<file path="src/rtl/rotate_scheduler_if.sv">
// rotate_scheduler_if
//   Bundles the two requester ports and the response port of rotate_scheduler.
//   master : client/consumer side (drives requests and rsp_ready)
//   slave  : scheduler side (drives reqN_ready and the response)
//   Signals: reqN_valid/ready/data/dir/amt for N = 0,1; rsp_valid/ready/data/id.
interface rotate_scheduler_if #(
    parameter int AMT_W = 4
);
    logic             req0_valid;
    logic             req0_ready;
    logic [3:0]       req0_data;
    logic             req0_dir;
    logic [AMT_W-1:0] req0_amt;
    logic             req1_valid;
    logic             req1_ready;
    logic [3:0]       req1_data;
    logic             req1_dir;
    logic [AMT_W-1:0] req1_amt;
    logic             rsp_valid;
    logic             rsp_ready;
    logic [3:0]       rsp_data;
    logic             rsp_id;

    modport master (
        output req0_valid, req0_data, req0_dir, req0_amt,
        output req1_valid, req1_data, req1_dir, req1_amt,
        output rsp_ready,
        input  req0_ready, req1_ready, rsp_valid, rsp_data, rsp_id
    );

    modport slave (
        input  req0_valid, req0_data, req0_dir, req0_amt,
        input  req1_valid, req1_data, req1_dir, req1_amt,
        input  rsp_ready,
        output req0_ready, req1_ready, rsp_valid, rsp_data, rsp_id
    );
endinterface

</file>
<file path="src/rtl/rotate_scheduler.sv">
// rotate_scheduler
//   Shares one 4-bit left/right rotator (step 0..3 per pass) between two
//   requesters. Round-robin grant in IDLE, amounts above 3 are worked off as
//   repeated passes, and the result is held on a valid/ready response port.
// Ports
//   clk    : rising-edge clock
//   reset  : synchronous, active-high
//   bus    : rotate_scheduler_if.slave (requests in, response out)
//   busy   : scheduler is not in IDLE
// Configuration
//   ROTATE_SCHED_MOD4_EN : reduce the amount mod 4 at capture, so at most one
//                          rotate pass runs; result unchanged, latency shorter.
//
// state | meaning
// ------+----------------------------------------------------------
// IDLE  | waiting for a request; grants and captures a job
// ROT   | applying min(rem,3) rotations per cycle until rem hits 0
// RESP  | result presented; rsp_valid rises one cycle after entry
module rotate_scheduler #(
    parameter int AMT_W = 4
) (
    input  logic                clk,
    input  logic                reset,
    rotate_scheduler_if.slave   bus,
    output logic                busy
);
    localparam int STEP_MAX = 3;

    typedef enum logic [1:0] {IDLE, ROT, RESP} state_t;

    state_t           state, state_nxt;
    logic [3:0]       work;
    logic             dir;
    logic [AMT_W-1:0] rem;
    logic             rsp_id;
    logic             rsp_valid;
    logic             rr_ptr;

    logic             gnt0, gnt1;
    logic             ready0, ready1;
    logic [AMT_W-1:0] cap_amt;
    logic [AMT_W-1:0] cap_rem;
    logic [1:0]       step;

    function automatic logic [3:0] rotate4(input logic [3:0] w, input logic right,
                                           input logic [1:0] k);
        logic [7:0] dbl;
        dbl = {w, w};
        if (right) begin
            dbl = dbl >> k;
            return dbl[3:0];
        end
        dbl = dbl << k;
        return dbl[7:4];
    endfunction

    always_comb begin
        gnt0    = bus.req0_valid && (!bus.req1_valid || !rr_ptr);
        gnt1    = bus.req1_valid && (!bus.req0_valid || rr_ptr);
        cap_amt = gnt1 ? bus.req1_amt : bus.req0_amt;
`ifdef ROTATE_SCHED_MOD4_EN
        cap_rem = AMT_W'(cap_amt[1:0]);
`else
        cap_rem = cap_amt;
`endif
        step    = (rem > AMT_W'(STEP_MAX)) ? 2'(STEP_MAX) : rem[1:0];
    end

    always_comb begin
        state_nxt = state;
        ready0    = 1'b0;
        ready1    = 1'b0;
        case (state)
            IDLE: begin
                ready0 = gnt0;
                ready1 = gnt1;
                if (gnt0 || gnt1)
                    state_nxt = (cap_rem == '0) ? RESP : ROT;
            end
            ROT: begin
                if (rem == AMT_W'(step))
                    state_nxt = RESP;
            end
            RESP: begin
                if (rsp_valid && bus.rsp_ready)
                    state_nxt = IDLE;
            end
            default: state_nxt = IDLE;
        endcase
    end

    always_ff @(posedge clk) begin
        if (reset) begin
            state     <= IDLE;
            work      <= '0;
            dir       <= 1'b0;
            rem       <= '0;
            rsp_id    <= 1'b0;
            rsp_valid <= 1'b0;
            rr_ptr    <= 1'b0;
        end else begin
            state <= state_nxt;
            case (state)
                IDLE: begin
                    if (gnt0 || gnt1) begin
                        work   <= gnt1 ? bus.req1_data : bus.req0_data;
                        dir    <= gnt1 ? bus.req1_dir  : bus.req0_dir;
                        rem    <= cap_rem;
                        rsp_id <= gnt1;
                    end
                end
                ROT: begin
                    work <= rotate4(work, dir, step);
                    rem  <= rem - AMT_W'(step);
                end
                RESP: begin
                    // rsp_valid is registered so it rises one cycle after RESP entry
                    if (!rsp_valid) begin
                        rsp_valid <= 1'b1;
                    end else if (bus.rsp_ready) begin
                        rsp_valid <= 1'b0;
                        rr_ptr    <= ~rsp_id;
                    end
                end
                default: ;
            endcase
        end
    end

    assign bus.req0_ready = ready0;
    assign bus.req1_ready = ready1;
    assign bus.rsp_valid  = rsp_valid;
    assign bus.rsp_data   = work;
    assign bus.rsp_id     = rsp_id;
    assign busy           = (state != IDLE);
endmodule
</file>
<file path="src/flat_wrapper.sv">
// flat-port wrapper written by rule: the top's interface ports become plain ports
module rotate_scheduler_flat 
#(
    parameter int AMT_W = 4
)
  (clk, reset, busy, bus_req0_valid, bus_req0_data, bus_req0_dir, bus_req0_amt, bus_req1_valid, bus_req1_data, bus_req1_dir, bus_req1_amt, bus_rsp_ready, bus_req0_ready, bus_req1_ready, bus_rsp_valid, bus_rsp_data, bus_rsp_id);
  rotate_scheduler_if #(.AMT_W(AMT_W)) bus_i ();
  input  logic clk;
  input  logic reset;
  output logic busy;
  input wire logic [$bits(bus_i.req0_valid)-1:0] bus_req0_valid;
  input wire logic [$bits(bus_i.req0_data)-1:0] bus_req0_data;
  input wire logic [$bits(bus_i.req0_dir)-1:0] bus_req0_dir;
  input wire logic [$bits(bus_i.req0_amt)-1:0] bus_req0_amt;
  input wire logic [$bits(bus_i.req1_valid)-1:0] bus_req1_valid;
  input wire logic [$bits(bus_i.req1_data)-1:0] bus_req1_data;
  input wire logic [$bits(bus_i.req1_dir)-1:0] bus_req1_dir;
  input wire logic [$bits(bus_i.req1_amt)-1:0] bus_req1_amt;
  input wire logic [$bits(bus_i.rsp_ready)-1:0] bus_rsp_ready;
  output wire logic [$bits(bus_i.req0_ready)-1:0] bus_req0_ready;
  output wire logic [$bits(bus_i.req1_ready)-1:0] bus_req1_ready;
  output wire logic [$bits(bus_i.rsp_valid)-1:0] bus_rsp_valid;
  output wire logic [$bits(bus_i.rsp_data)-1:0] bus_rsp_data;
  output wire logic [$bits(bus_i.rsp_id)-1:0] bus_rsp_id;
  assign bus_i.req0_valid = bus_req0_valid;
  assign bus_i.req0_data = bus_req0_data;
  assign bus_i.req0_dir = bus_req0_dir;
  assign bus_i.req0_amt = bus_req0_amt;
  assign bus_i.req1_valid = bus_req1_valid;
  assign bus_i.req1_data = bus_req1_data;
  assign bus_i.req1_dir = bus_req1_dir;
  assign bus_i.req1_amt = bus_req1_amt;
  assign bus_i.rsp_ready = bus_rsp_ready;
  assign bus_req0_ready = bus_i.req0_ready;
  assign bus_req1_ready = bus_i.req1_ready;
  assign bus_rsp_valid = bus_i.rsp_valid;
  assign bus_rsp_data = bus_i.rsp_data;
  assign bus_rsp_id = bus_i.rsp_id;
  rotate_scheduler #(.AMT_W(AMT_W)) u_core (.clk(clk), .reset(reset), .bus(bus_i), .busy(busy));
endmodule
</file>
<file path="config.mk">
export PLATFORM = sky130hd
export DESIGN_NAME = rotate_scheduler_flat
export DESIGN_NICKNAME = d
export VERILOG_FILES = /design/src/rtl/rotate_scheduler_if.sv /design/src/rtl/rotate_scheduler.sv /design/src/flat_wrapper.sv
export SDC_FILE = /design/constraint.sdc
export NUM_CORES = 1
export LEC_CHECK = 0
export BUFFER_PORTS_ARGS = -buffer_cell sky130_fd_sc_hd__clkbuf_2
export CORE_MARGIN = 1
export CORE_UTILIZATION = 40
export CTS_BUF_LIST = sky130_fd_sc_hd__clkbuf_8 sky130_fd_sc_hd__clkbuf_16
export CTS_CLUSTER_DIAMETER = 80
export DETAILED_ROUTE_END_ITERATION = 7
export PLACE_DENSITY_LB_ADDON = 0.25
export SLEW_MARGIN = 25
export SYNTH_ARGS = -nofsm -noshare
export SYNTH_HDL_FRONTEND = slang
export SYNTH_SLANG_ARGS = --single-unit
export TNS_END_PERCENT = 10
</file>
<file path="constraint.sdc">
create_clock -name clk -period 2 [get_ports clk]
set_input_delay 0.1 -clock clk [delete_from_list [all_inputs] [get_ports clk]]
set_output_delay 0.1 -clock clk [all_outputs]
set_load 0.02 [all_outputs]
</file>
==> impl_metrics.py <==
metrics = {
    "clocking": {
        "clockRootBuffer": "clkbuf_8",
        "clock_path_buffers": 2,
        "clk_latency_ps": 240,
        "cts_htree_levels": 1,
        "postCtsSetupBuffers": 0,
        "cts.sinks": 14,
        "cts_tree": "done",
        "clk_pin_slew_ps": 60,
        "numCtsBuffers": 3,
    },
    "die": {
        "ios": 32,
        "rows": 18,
        "start_util_pct": 43.6,
        "die_h_um": 54.9,
        "core_area_um2": 2570,
        "dieArea_um2": 3010,
        "dieWidth_um": 54.9,
    },
    "global_route": {
        "grtUsageTotal_pct": 23.8,
        "grt_max_degree": 16,
        "grt-ovfl-total": 0,
        "grt_pass1_wl_mm": 5.11,
        "grt_pass1_vias": 1176,
        "antenna_found_initial": 0,
    },
    "logic_synthesis": {
        "syn_nets": 168,
        "syn-cell-area_um2": 1120,
        "synth_warnings": 0,
        "synth_edf_count": 0,
        "syn_area_per_cell_um2": 7.77,
        "syn_inst": 144,
        "synth_top_area_share_pct": 25.1,
        "ys_seq_area_share_pct": 25.1,
        "synth_seq_cells": 14,
        "synthArstFlopShare_pct": 0,
        "synthTopCellsByCount": "dfxtp_1 (14), nand2_1 (14), nor2_1 (14), a21oi_1 (12), mux2i_1 (10)",
        "synthTopCellsByArea": "dfxtp_1 (25%), mux2i_1 (8.9%), a21oi_1 (5.4%), nand2_1 (4.7%), nor2_1 (4.7%)",
        "yosys.area.top_type": "dfxtp_1",
        "ys.flop_type": "dfxtp_1",
        "synth.distinct_cells": 49,
    },
    "pwr": {
        "pwr-share-clk_pct": 11.1,
        "p_per_area_nw_per_um2": 1560,
        "power_frac_comb_pct": 58.9,
        "power_mw": 2.08,
        "p_sw_mw": 1.03,
        "swShare_pct": 49.7,
        "power_frac_seq_pct": 30.0,
        "p_leak_nw": 0.577,
        "p_int_mw": 1.05,
        "ir_drop_mv": 1.03,
    },
    "placed_design": {
        "dpl-instance-area_um2": 1290,
        "gp_congestion": 0.940,
        "place_hpwl_mm": 2.24,
        "io_buffers": 31,
    },
    "sta": {
        "fin_worst_skew_ps": 4.65,
        "post-route-min-period_ps": 1740,
        "tightest_slew_ps": 495,
        "clock.fmax_mhz": 573,
        "timing.final.crit_share_pct": 87.2,
        "grt_setup_unrepaired": "no",
        "max_slew_margin_pct": 67.0,
        "final.setup.tns_ps": 0,
        "hold_viol_final": 0,
        "setup_viol": 0,
        "slew_viol_final": 0,
    },
    "routing": {
        "ant_nets": 0,
        "vias_per_cell": 5.91,
        "drt_wl_total_mm": 2.95,
        "wl_per_cell_um": 14.5,
        "drc": 0,
        "drtIter0Drc": 58,
        "firstDrtPassIters": 4,
        "dr_total_vias": 1200,
    },
    "worst_setup_path": {
        "path_class": "flop to flop",
        "arrival_ps": 1870,
        "critPathRequiredTime_ps": 2130,
        "cp_max_fo": 8,
        "end_kind": "flop",
        "start_kind": "flop",
    },
    "cells_and_area": {
        "layout-drive-gt1-share_pct": 29.5,
        "n_antenna_cell": 0,
        "area_delta_synth_final_pct": 19.5,
        "design_area_um2": 1340,
        "nets": 199,
    },
    "job": {
        "maxCapViolations": 0,
    },
    "outcome": {
        "status": "finished, final reports clean",
    },
    "hold_path": {
        "hp-class": "primary input to flop",
    },
}
routing by layer:
metal | part of all wire [%] | up-vias | global-route usage (%)
met5 | 0 | - | 0
met3 | 7.8 | 2 | 5.28
met4 | 0.64 | 0 | 5.98
met1 | 46 | 541 | 32.7
li1 | - | 601 | -
met2 | 46 | 56 | 36.9
worst paths after layout:
check	from	endpoint	slack (ps)	depth (start not counted)
worst max-delay path	u_core.rem[2]	u_core.state[0]	260	7
worst min-delay path	bus_req1_dir	u_core.dir	190	3
worst max register to register	u_core.rem[2]	u_core.state[0]	260	7
worst min register to register	u_core.bus.rsp_id	u_core.rr_ptr	500	1
worst max-delay path, stage by stage, from the launching register on:
cell	delay, ps
dfxtp_2	420
nor2_1	100
or2_2	280
ha_1	230
nand2_1	70
nand2_1	60
a21boi_1	150
a2111oi_0	320
cell usage in the layout (no fill, tap or decap), types with 2 or more instances in the layout:
master     n
nand3_1    3
a211o_1    3
o21ai_0    4
a221o_1    2
nand2b_1   4
nor4_1     2
inv_1      5
dfxtp_2    2
nor2_1    14
dfxtp_1   12
clkbuf_2  31
mux2i_1   10
nor3_1     5
a211oi_1   5
nand2_1   14
buf_4      4
a221oi_1   2
clkbuf_8   3
a21oi_1   12
or2_2      2
o21ai_1    2
mux2_2     4
a31oi_1    2
through the flow:
step	worst slack, ps	cells	util, %	hold WS [ps]
2_1_floorplan	359	144	-	179
3_3_place_gp	246	200	50.3	435
3_5_place_dp	157	200	50.3	461
4_1_cts	148	203	51.9	202
5_1_grt	71.9	203	52.0	214
6_report	255	203	52.0	191
registers in the layout, indices dropped and copies added, names as in the netlist:
| signal | flops |
|---|---|
| u_core.rr_ptr | 1 |
| u_core.bus.rsp_id | 1 |
| u_core.dir | 1 |
| u_core.state | 2 |
| u_core.bus.rsp_valid | 1 |
| u_core.bus.rsp_data | 4 |
| u_core.rem | 4 |
final cells by class:
type,count,area [µm²]
Fill cell,248,1230
Multi-Input combinational cell,115,767
Sequential cell,14,283
Timing Repair Buffer,35,185
Clock buffer,3,41.3
Tap cell,30,37.5
Inverter,6,22.5
what timing repair did:
item | 4_1_cts | 5_1_grt
gates resized for setup | 0 | 2
hold buffers | 0 | 0
setup endpoints to repair | 0 | 1
cells by family (layout without fill, tap and decap cells):
| kind of cell | count (synthesis) | after routing | synth area share (%) |
|---|---|---|---|
| adder cells (fa/ha/maj) | 1 | 1 | 1.12 |
| multiplexers | 16 | 16 | 15.3 |
| flip-flops | 14 | 14 | 25.1 |
| AO/OA/AOI/OAI | 45 | 45 | 28.2 |
| buffers and inverters | 15 | 44 | 6.38 |
| AND/OR/NAND/NOR | 53 | 53 | 23.9 |
power by group through the flow:
stage / Combinational [mW] / Sequential (mW) / Clock [mW]
2_1_floorplan: 0.993 / 0.528 / 0
3_3_place_gp: 1.19 / 0.618 / 0
3_5_place_dp: 1.20 / 0.620 / 0
4_1_cts: 1.21 / 0.614 / 0.234
5_1_grt: 1.36 / 0.654 / 0.247
6_report: 1.23 / 0.624 / 0.230
(Power assumes the default switching activity.)
